[config.mk]
export PLATFORM = sky130hd
export DESIGN_NAME = sc_lane_collision_flat
export DESIGN_NICKNAME = d
export VERILOG_FILES = /design/src/rtl/sc_lane_collision_pkg.sv /design/src/rtl/sc_lane_collision_if.sv /design/src/rtl/sc_lane_collision_timer.sv /design/src/rtl/sc_lane_collision.sv /design/src/flat_wrapper.sv
export SDC_FILE = /design/constraint.sdc
export NUM_CORES = 1
export LEC_CHECK = 0
export BUFFER_PORTS_ARGS = -buffer_cell sky130_fd_sc_hd__clkbuf_2
export CAP_MARGIN = 30
export CORE_AREA = 5 5 42 44
export CTS_CLUSTER_DIAMETER = 100
export DETAILED_ROUTE_END_ITERATION = 10
export DIE_AREA = 0 0 47 49
export PLACE_DENSITY = 0.75
export SKIP_LAST_GASP = 1
export SLEW_MARGIN = 20
export SYNTH_ARGS = -nofsm -noshare
export SYNTH_HDL_FRONTEND = slang
export SYNTH_SLANG_ARGS = --single-unit
export TNS_END_PERCENT = 30
[constraint.sdc]
create_clock -name SC_LANE_COLLISION_CLOCK_50 -period 1.8 [get_ports SC_LANE_COLLISION_CLOCK_50]
set_input_delay 0 -clock SC_LANE_COLLISION_CLOCK_50 [delete_from_list [all_inputs] [get_ports SC_LANE_COLLISION_CLOCK_50]]
set_output_delay 0 -clock SC_LANE_COLLISION_CLOCK_50 [all_outputs]
set_load 0.01 [all_outputs]
[src/rtl/sc_lane_collision_pkg.sv]
// Shared game-wide definitions for the lane and collision blocks: widths,
// game state codes and the collision FSM state codes.
package sc_lane_collision_pkg;

  localparam int DATAWIDTH_BUS    = 8;
  localparam int DATAWIDTH_ESTADO = 3;
  localparam int DATAWIDTH_LIVES  = 3;

  typedef enum logic [2:0] {
    ST_IDLE     = 3'd0,
    ST_FILTER   = 3'd1,
    ST_HIT_REQ  = 3'd2,
    ST_COOLDOWN = 3'd3,
    ST_DEAD     = 3'd4
  } lane_state_t;

  typedef enum logic [DATAWIDTH_ESTADO-1:0] {
    ESTADO_START = 3'b000,
    ESTADO_WAIT  = 3'b001,
    ESTADO_PLAY  = 3'b010,
    ESTADO_LOSE  = 3'b011,
    ESTADO_WIN   = 3'b100
  } estado_t;

  function automatic logic [DATAWIDTH_LIVES-1:0] lives_dec_sat(
    input logic [DATAWIDTH_LIVES-1:0] lives
  );
    return (lives == '0) ? '0 : lives - DATAWIDTH_LIVES'(1);
  endfunction

endpackage

[src/rtl/sc_lane_collision_if.sv]
// Bus between one lane's collision checker and the main game controller.
// Hit handshake: HIT_OUT rises and stays high until HIT_ACK_IN is sampled
// high on a rising clock edge; HIT_OUT then drops on the following cycle.
// HIT_ACK_IN while HIT_OUT is low has no effect.
interface sc_lane_collision_if;
  import sc_lane_collision_pkg::*;

  logic [DATAWIDTH_BUS-1:0]    SC_LANE_COLLISION_LANE_IN;
  logic [DATAWIDTH_BUS-1:0]    SC_LANE_COLLISION_FROG_COL_IN;
  logic                        SC_LANE_COLLISION_FROG_ON_LANE_IN;
  logic [DATAWIDTH_ESTADO-1:0] SC_LANE_COLLISION_ESTADO_IN;
  logic                        SC_LANE_COLLISION_HIT_ACK_IN;
  logic                        SC_LANE_COLLISION_LIVES_LOAD_IN;
  logic                        SC_LANE_COLLISION_HIT_OUT;
  logic                        SC_LANE_COLLISION_GAMEOVER_OUT;
  logic [DATAWIDTH_LIVES-1:0]  SC_LANE_COLLISION_LIVES_OUT;
  lane_state_t                 state_dbg;

  modport slave (
    input  SC_LANE_COLLISION_LANE_IN, SC_LANE_COLLISION_FROG_COL_IN,
           SC_LANE_COLLISION_FROG_ON_LANE_IN, SC_LANE_COLLISION_ESTADO_IN,
           SC_LANE_COLLISION_HIT_ACK_IN, SC_LANE_COLLISION_LIVES_LOAD_IN,
    output SC_LANE_COLLISION_HIT_OUT, SC_LANE_COLLISION_GAMEOVER_OUT,
           SC_LANE_COLLISION_LIVES_OUT, state_dbg
  );

  modport master (
    output SC_LANE_COLLISION_LANE_IN, SC_LANE_COLLISION_FROG_COL_IN,
           SC_LANE_COLLISION_FROG_ON_LANE_IN, SC_LANE_COLLISION_ESTADO_IN,
           SC_LANE_COLLISION_HIT_ACK_IN, SC_LANE_COLLISION_LIVES_LOAD_IN,
    input  SC_LANE_COLLISION_HIT_OUT, SC_LANE_COLLISION_GAMEOVER_OUT,
           SC_LANE_COLLISION_LIVES_OUT, state_dbg
  );
endinterface

[src/rtl/sc_lane_collision_timer.sv]
// Loadable down-counter with a zero flag; stops at zero. Load has priority
// over decrement.
module sc_lane_collision_timer #(
  parameter int WIDTH = 4
) (
  input  logic             clk,
  input  logic             rst,
  input  logic             load,
  input  logic [WIDTH-1:0] load_value,
  input  logic             dec,
  output logic [WIDTH-1:0] count,
  output logic             zero
);

  assign zero = (count == '0);

  always_ff @(posedge clk) begin
    if (rst) begin
      count <= '0;
    end else if (load) begin
      count <= load_value;
    end else if (dec && !zero) begin
      count <= count - WIDTH'(1);
    end
  end

endmodule

[src/rtl/sc_lane_collision.sv]
// Lane collision checker: filters frog/vehicle overlap into a held hit request,
// tracks lives and game-over. Optional cooldown via SC_LANE_COLLISION_COOLDOWN_EN.
module sc_lane_collision
  import sc_lane_collision_pkg::*;
#(
  parameter logic [DATAWIDTH_ESTADO-1:0] PLAY_STATE      = ESTADO_PLAY,
  parameter int unsigned                 LIVES_INIT      = 3,
  parameter int unsigned                 HIT_FILTER      = 2,
  parameter int unsigned                 COOLDOWN_CYCLES = 16
) (
  input logic                SC_LANE_COLLISION_CLOCK_50,
  input logic                SC_LANE_COLLISION_RESET,
  sc_lane_collision_if.slave bus
);

  localparam int FW = $clog2(HIT_FILTER + 1);
  localparam logic [DATAWIDTH_LIVES-1:0] LIVES_RELOAD = DATAWIDTH_LIVES'(LIVES_INIT);

  logic                       overlap;
  logic                       active;
  lane_state_t                state_q, state_d;
  logic [FW-1:0]              filt_q, filt_d;
  logic [DATAWIDTH_LIVES-1:0] lives_q, lives_d;
  logic                       hit_entry;

  assign overlap = bus.SC_LANE_COLLISION_FROG_ON_LANE_IN &
                   (|(bus.SC_LANE_COLLISION_LANE_IN & bus.SC_LANE_COLLISION_FROG_COL_IN));
  assign active  = (bus.SC_LANE_COLLISION_ESTADO_IN == PLAY_STATE);

`ifdef SC_LANE_COLLISION_COOLDOWN_EN
  localparam int CW = (COOLDOWN_CYCLES > 1) ? $clog2(COOLDOWN_CYCLES) : 1;
  logic          cool_load, cool_dec, cool_zero;
  logic [CW-1:0] unused_cool_count;

  sc_lane_collision_timer #(.WIDTH(CW)) u_cooldown (
    .clk        (SC_LANE_COLLISION_CLOCK_50),
    .rst        (SC_LANE_COLLISION_RESET),
    .load       (cool_load),
    .load_value (CW'(COOLDOWN_CYCLES - 1)),
    .dec        (cool_dec),
    .count      (unused_cool_count),
    .zero       (cool_zero)
  );
`else
  logic unused_cfg;
  assign unused_cfg = (COOLDOWN_CYCLES > 0);
`endif

  always_comb begin
    state_d   = state_q;
    filt_d    = filt_q;
    hit_entry = 1'b0;
`ifdef SC_LANE_COLLISION_COOLDOWN_EN
    cool_load = 1'b0;
    cool_dec  = 1'b0;
`endif
    case (state_q)
      ST_IDLE: begin
        if (active && overlap) begin
          if (HIT_FILTER == 1) begin
            state_d   = ST_HIT_REQ;
            filt_d    = '0;
            hit_entry = 1'b1;
          end else begin
            state_d = ST_FILTER;
            filt_d  = FW'(1);
          end
        end
      end
      ST_FILTER: begin
        if (active && overlap) begin
          if ((filt_q + FW'(1)) == FW'(HIT_FILTER)) begin
            state_d   = ST_HIT_REQ;
            filt_d    = '0;
            hit_entry = 1'b1;
          end else begin
            filt_d = filt_q + FW'(1);
          end
        end else begin
          state_d = ST_IDLE;
          filt_d  = '0;
        end
      end
      ST_HIT_REQ: begin
        if (bus.SC_LANE_COLLISION_HIT_ACK_IN) begin
          if (lives_q == '0) begin
            state_d = ST_DEAD;
          end else begin
`ifdef SC_LANE_COLLISION_COOLDOWN_EN
            state_d   = ST_COOLDOWN;
            cool_load = 1'b1;
`else
            state_d = ST_IDLE;
`endif
          end
        end
      end
`ifdef SC_LANE_COLLISION_COOLDOWN_EN
      ST_COOLDOWN: begin
        // Overlap is deliberately not looked at while invulnerable.
        if (!active || cool_zero) begin
          state_d = ST_IDLE;
        end else begin
          cool_dec = 1'b1;
        end
      end
`endif
      ST_DEAD: begin
        if (bus.SC_LANE_COLLISION_LIVES_LOAD_IN) begin
          state_d = ST_IDLE;
        end
      end
      default: begin
        state_d = ST_IDLE;
        filt_d  = '0;
      end
    endcase

    // A reload beats a simultaneous hit decrement.
    if (bus.SC_LANE_COLLISION_LIVES_LOAD_IN) begin
      lives_d = LIVES_RELOAD;
    end else if (hit_entry) begin
      lives_d = lives_dec_sat(lives_q);
    end else begin
      lives_d = lives_q;
    end
  end

  always_ff @(posedge SC_LANE_COLLISION_CLOCK_50) begin
    if (SC_LANE_COLLISION_RESET) begin
      state_q <= ST_IDLE;
      filt_q  <= '0;
      lives_q <= LIVES_RELOAD;
    end else begin
      state_q <= state_d;
      filt_q  <= filt_d;
      lives_q <= lives_d;
    end
  end

  assign bus.SC_LANE_COLLISION_HIT_OUT      = (state_q == ST_HIT_REQ);
  assign bus.SC_LANE_COLLISION_GAMEOVER_OUT = (state_q == ST_DEAD);
  assign bus.SC_LANE_COLLISION_LIVES_OUT    = lives_q;
  assign bus.state_dbg                      = state_q;

endmodule

[src/flat_wrapper.sv]
// flat-port wrapper written by rule: the top's interface ports become plain ports
module sc_lane_collision_flat import sc_lane_collision_pkg::*;
#(
  parameter logic [DATAWIDTH_ESTADO-1:0] PLAY_STATE      = ESTADO_PLAY,
  parameter int unsigned                 LIVES_INIT      = 3,
  parameter int unsigned                 HIT_FILTER      = 2,
  parameter int unsigned                 COOLDOWN_CYCLES = 16
)
  (SC_LANE_COLLISION_CLOCK_50, SC_LANE_COLLISION_RESET, bus_SC_LANE_COLLISION_LANE_IN, bus_SC_LANE_COLLISION_FROG_COL_IN, bus_SC_LANE_COLLISION_FROG_ON_LANE_IN, bus_SC_LANE_COLLISION_ESTADO_IN, bus_SC_LANE_COLLISION_HIT_ACK_IN, bus_SC_LANE_COLLISION_LIVES_LOAD_IN, bus_SC_LANE_COLLISION_HIT_OUT, bus_SC_LANE_COLLISION_GAMEOVER_OUT, bus_SC_LANE_COLLISION_LIVES_OUT, bus_state_dbg);
  sc_lane_collision_if bus_i ();
  input logic SC_LANE_COLLISION_CLOCK_50;
  input logic SC_LANE_COLLISION_RESET;
  input wire logic [$bits(bus_i.SC_LANE_COLLISION_LANE_IN)-1:0] bus_SC_LANE_COLLISION_LANE_IN;
  input wire logic [$bits(bus_i.SC_LANE_COLLISION_FROG_COL_IN)-1:0] bus_SC_LANE_COLLISION_FROG_COL_IN;
  input wire logic [$bits(bus_i.SC_LANE_COLLISION_FROG_ON_LANE_IN)-1:0] bus_SC_LANE_COLLISION_FROG_ON_LANE_IN;
  input wire logic [$bits(bus_i.SC_LANE_COLLISION_ESTADO_IN)-1:0] bus_SC_LANE_COLLISION_ESTADO_IN;
  input wire logic [$bits(bus_i.SC_LANE_COLLISION_HIT_ACK_IN)-1:0] bus_SC_LANE_COLLISION_HIT_ACK_IN;
  input wire logic [$bits(bus_i.SC_LANE_COLLISION_LIVES_LOAD_IN)-1:0] bus_SC_LANE_COLLISION_LIVES_LOAD_IN;
  output wire logic [$bits(bus_i.SC_LANE_COLLISION_HIT_OUT)-1:0] bus_SC_LANE_COLLISION_HIT_OUT;
  output wire logic [$bits(bus_i.SC_LANE_COLLISION_GAMEOVER_OUT)-1:0] bus_SC_LANE_COLLISION_GAMEOVER_OUT;
  output wire logic [$bits(bus_i.SC_LANE_COLLISION_LIVES_OUT)-1:0] bus_SC_LANE_COLLISION_LIVES_OUT;
  output wire logic [$bits(bus_i.state_dbg)-1:0] bus_state_dbg;
  assign bus_i.SC_LANE_COLLISION_LANE_IN = bus_SC_LANE_COLLISION_LANE_IN;
  assign bus_i.SC_LANE_COLLISION_FROG_COL_IN = bus_SC_LANE_COLLISION_FROG_COL_IN;
  assign bus_i.SC_LANE_COLLISION_FROG_ON_LANE_IN = bus_SC_LANE_COLLISION_FROG_ON_LANE_IN;
  assign bus_i.SC_LANE_COLLISION_ESTADO_IN = bus_SC_LANE_COLLISION_ESTADO_IN;
  assign bus_i.SC_LANE_COLLISION_HIT_ACK_IN = bus_SC_LANE_COLLISION_HIT_ACK_IN;
  assign bus_i.SC_LANE_COLLISION_LIVES_LOAD_IN = bus_SC_LANE_COLLISION_LIVES_LOAD_IN;
  assign bus_SC_LANE_COLLISION_HIT_OUT = bus_i.SC_LANE_COLLISION_HIT_OUT;
  assign bus_SC_LANE_COLLISION_GAMEOVER_OUT = bus_i.SC_LANE_COLLISION_GAMEOVER_OUT;
  assign bus_SC_LANE_COLLISION_LIVES_OUT = bus_i.SC_LANE_COLLISION_LIVES_OUT;
  assign bus_state_dbg = bus_i.state_dbg;
  sc_lane_collision #(.PLAY_STATE(PLAY_STATE), .LIVES_INIT(LIVES_INIT), .HIT_FILTER(HIT_FILTER), .COOLDOWN_CYCLES(COOLDOWN_CYCLES)) u_core (.SC_LANE_COLLISION_CLOCK_50(SC_LANE_COLLISION_CLOCK_50), .SC_LANE_COLLISION_RESET(SC_LANE_COLLISION_RESET), .bus(bus_i));
endmodule
==> results.ini <==
[setup_path]
cp_max_fo = 5
endpoint_kind = register
rr_startpoint = u_core.bus.SC_LANE_COLLISION_LIVES_OUT[0]$_SDFFE_PP1P_
crit_path_start_kind = register
critPathKind = register to register
arrival_ns = 1.49
required_ns = 1.95
r2r_end = u_core.bus.SC_LANE_COLLISION_LIVES_OUT[0]$_SDFFE_PP1P_
reg2reg_slack_ns = 0.46
worstRegToRegCells = 5

[yosys]
syn_inst = 56
synth_area_um2 = 530.5
synth.avg_cell_area_um2 = 9.473
ys_seq_area_share_pct = 30.19
synthDistinctLibCells = 33
ys.warnings.count = 0
synth_nets = 82
synth_seq_cells = 8

[floorplanning]
core_region_area_um2 = 1401
dieHeight_um = 49
initial_core_util_pct = 37.86
io_pins = 32
die_area_um2 = 2303
die_x_um = 47
rows = 14

[worst_hold_path]
hp-start = SC_LANE_COLLISION_RESET
hp-class = input pin to register
holdPathEnd = u_core.filt_q[1]$_SDFFE_PP0P_
hold_depth = 2

[timing]
slew_headroom_pct = 76.83
finalSetupViolations = 0
min_period_ns = 1.335
skew_ns = 0.0004096
worst_slack_ns = 0.4646
hold_violations = 0
fin_crit_sh_pct = 74.19
setup-tns-final_ns = 0
max_freq_ghz = 0.7489
worst_pin_slew_ns = 0.3469
drv_slew = 0
rsz0062_at_grt = no

[routing]
route.detailed.drc = 0
ant_nets = 0
via_per_inst = 5.443
vias = 577
drt-total-wl_mm = 1.345
detail_route.wl_per_cell_um = 12.69
firstDrtPassIters = 4
drtIter0Drc = 13

[power]
powerDensity_nw_per_um2 = 529.1
clock_power_share_pct = 37.6
power_frac_seq_pct = 46.4
switchingPower_uw = 96.39
p_int_uw = 290.9
switching_share_pct = 24.89
p_leak_uw = 0.0003334
peakVddDrop_uv = 316.5
finalPower_uw = 387.3
power_frac_comb_pct = 16.0

[layout]
diodes = 0
drive_above_1_share_pct = 48.89
final_nets = 118
final_cell_mix = 31 x clkbuf_2, 8 x dfxtp_1, 5 x nor2_1, 4 x inv_1, 4 x a22oi_2
areaGrowthSynthToFinish_pct = 37.97
design_area_um2 = 732.0
final_common_cell = clkbuf_2

[placed_design]
dpl_worst_slack_ns = 0.4815
portBuffers = 31
place_area_um2 = 689.4
place_congestion = 0.7289
dp.final_hpwl_mm = 1.123

[clock_tree]
cts_tree = built
path_clk_slew_ns = 0.06
cts_setup_buffers = 0
clockBufferDepth = 2
cts-root-buf = clkbuf_4
cts_buffers = 3
cts_sinks = 8
clk_latency_ns = 0.26
h-tree-depth = 1

[global_route]
grt_first_pass_wirelength_mm = 2.090
grt_pass1_vias = 504
antenna_found_initial = 0
grt.total_usage_pct = 12.28
grt_start_max_net_pins = 9
grt_overflow_total = 0

[status]
status = complete, no violations

[run]
drv_cap = 0

[worst max path at each step]
stage / start / endpoint / slack (ns) / cells after the start
after detailed placement: u_core.bus.SC_LANE_COLLISION_LIVES_OUT[0]$_SDFFE_PP1P_ / u_core.bus.SC_LANE_COLLISION_LIVES_OUT[0]$_SDFFE_PP1P_ / 0.48 / 5
after global routing: u_core.bus.SC_LANE_COLLISION_LIVES_OUT[0]$_SDFFE_PP1P_ / u_core.bus.SC_LANE_COLLISION_LIVES_OUT[0]$_SDFFE_PP1P_ / 0.40 / 5
final: u_core.bus.SC_LANE_COLLISION_LIVES_OUT[0]$_SDFFE_PP1P_ / u_core.bus.SC_LANE_COLLISION_LIVES_OUT[0]$_SDFFE_PP1P_ / 0.46 / 5
after CTS: u_core.bus.SC_LANE_COLLISION_LIVES_OUT[0]$_SDFFE_PP1P_ / u_core.bus.SC_LANE_COLLISION_LIVES_OUT[0]$_SDFFE_PP1P_ / 0.47 / 5
after floorplan: u_core.bus.state_dbg[2]$_SDFFE_PP0P_ / u_core.bus.state_dbg[0]$_SDFFE_PP0P_ / 0.50 / 3
after global placement: u_core.bus.SC_LANE_COLLISION_LIVES_OUT[0]$_SDFFE_PP1P_ / u_core.bus.SC_LANE_COLLISION_LIVES_OUT[0]$_SDFFE_PP1P_ / 0.53 / 5
[power by group through the flow]
stage / logic, uW / registers, uW / clock network (uW)
detailed placement: 58.7 / 184 / 0
floorplan: 25.5 / 183 / 0
global placement: 58.1 / 183 / 0
CTS: 62.3 / 180 / 148
global route: 68.1 / 180 / 156
finish: 61.9 / 180 / 146
[through the flow]
| step | hold WS [ns] | utilization [%] | std cells |
|---|---|---|---|
| 2_1_floorplan | 0.06465 | - | 56 |
| 6_report | 0.005230 | 52.23 | 106 |
| 4_1_cts | 0.005188 | 52.23 | 106 |
| 3_5_place_dp | 0.2299 | 49.20 | 101 |
| 3_3_place_gp | 0.2273 | 49.20 | 101 |
| 5_1_grt | 0.01405 | 52.23 | 106 |
[critical path, stage by stage (launching register included)]
cell     delay [ns]
dfxtp_1        0.36
nor2_1         0.20
ha_1           0.22
nor2_1         0.05
a41o_1         0.24
a21o_1         0.15
[flip-flops by register name, summed over array words and instances (netlist names)]
register / cells
u_core.bus.SC_LANE_COLLISION_LIVES_OUT: 3
u_core.bus.state_dbg: 3
u_core.filt_q: 2
[per-layer routing]
| layer | vias to the layer above | track usage (%) | wire length [um] |
|---|---|---|---|
| met1 | 268 | 13.72 | 500 |
| met4 | 0 | 4.147 | 31 |
| met5 | - | 0 | 0 |
| met2 | 20 | 21.27 | 730 |
| met3 | 6 | 3.321 | 81 |
| li1 | 283 | - | - |
[layout make-up]
| cell class | instances | area (um^2) |
|---|---|---|
| fillers | 132 | 669.4 |
| inverters | 4 | 15.01 |
| flip-flops and latches | 8 | 160.2 |
| well taps | 16 | 20.02 |
| multi-input cells | 42 | 339.1 |
| clock buffers | 3 | 22.52 |
| repair buffers | 33 | 175.2 |
[cell usage after synthesis]
| master | n | area (um^2) |
|---|---|---|
| a211oi_2 | 1 | 12.51 |
| a21o_1 | 1 | 7.510 |
| a21oi_1 | 3 | 15.01 |
| a22oi_2 | 4 | 50.05 |
| a31o_1 | 1 | 8.760 |
| a31oi_1 | 1 | 6.260 |
| a41o_1 | 1 | 10.01 |
| and2b_1 | 1 | 7.510 |
| and3_1 | 1 | 6.260 |
| and4_1 | 1 | 8.760 |
| and4b_1 | 1 | 10.01 |
| and4bb_1 | 1 | 12.51 |
| buf_2 | 1 | 5.000 |
| buf_6 | 1 | 11.26 |
| dfxtp_1 | 8 | 160.2 |
| ha_1 | 2 | 25.02 |
| inv_1 | 4 | 15.01 |
| nand2_1 | 2 | 7.510 |
| nand2b_1 | 1 | 6.260 |
| nand3_1 | 1 | 5.000 |
| nand3b_1 | 1 | 7.510 |
| nand4_1 | 1 | 6.260 |
| nand4_2 | 1 | 12.51 |
| nand4b_1 | 2 | 17.52 |
| nor2_1 | 5 | 18.77 |
| nor2_2 | 1 | 6.260 |
| nor2b_4 | 1 | 13.76 |
| nor3b_1 | 2 | 15.01 |
| nor4b_2 | 1 | 15.01 |
| o21ai_1 | 1 | 5.000 |
| o221ai_1 | 1 | 8.760 |
| o31ai_1 | 1 | 7.510 |
| or2_2 | 1 | 6.260 |
[what timing repair did]
action / 4_1_cts / 5_1_grt
hold buffers: 2 / 0
hold endpoints to repair: 2 / 0
gates resized for setup: 0 / 0
[cell families (layout without fill, tap and decap cells)]
group,after synthesis,after routing,share of synthesized area (%)
DFF,8,8,30.19
and+or+nand+nor,25,25,34.44
AOI/OAI and AO/OA,15,15,24.76
buffers and inverters,6,40,5.894
adders and majority gates,2,2,4.716
No activity file was read; power rests on OpenSTA's default activity.
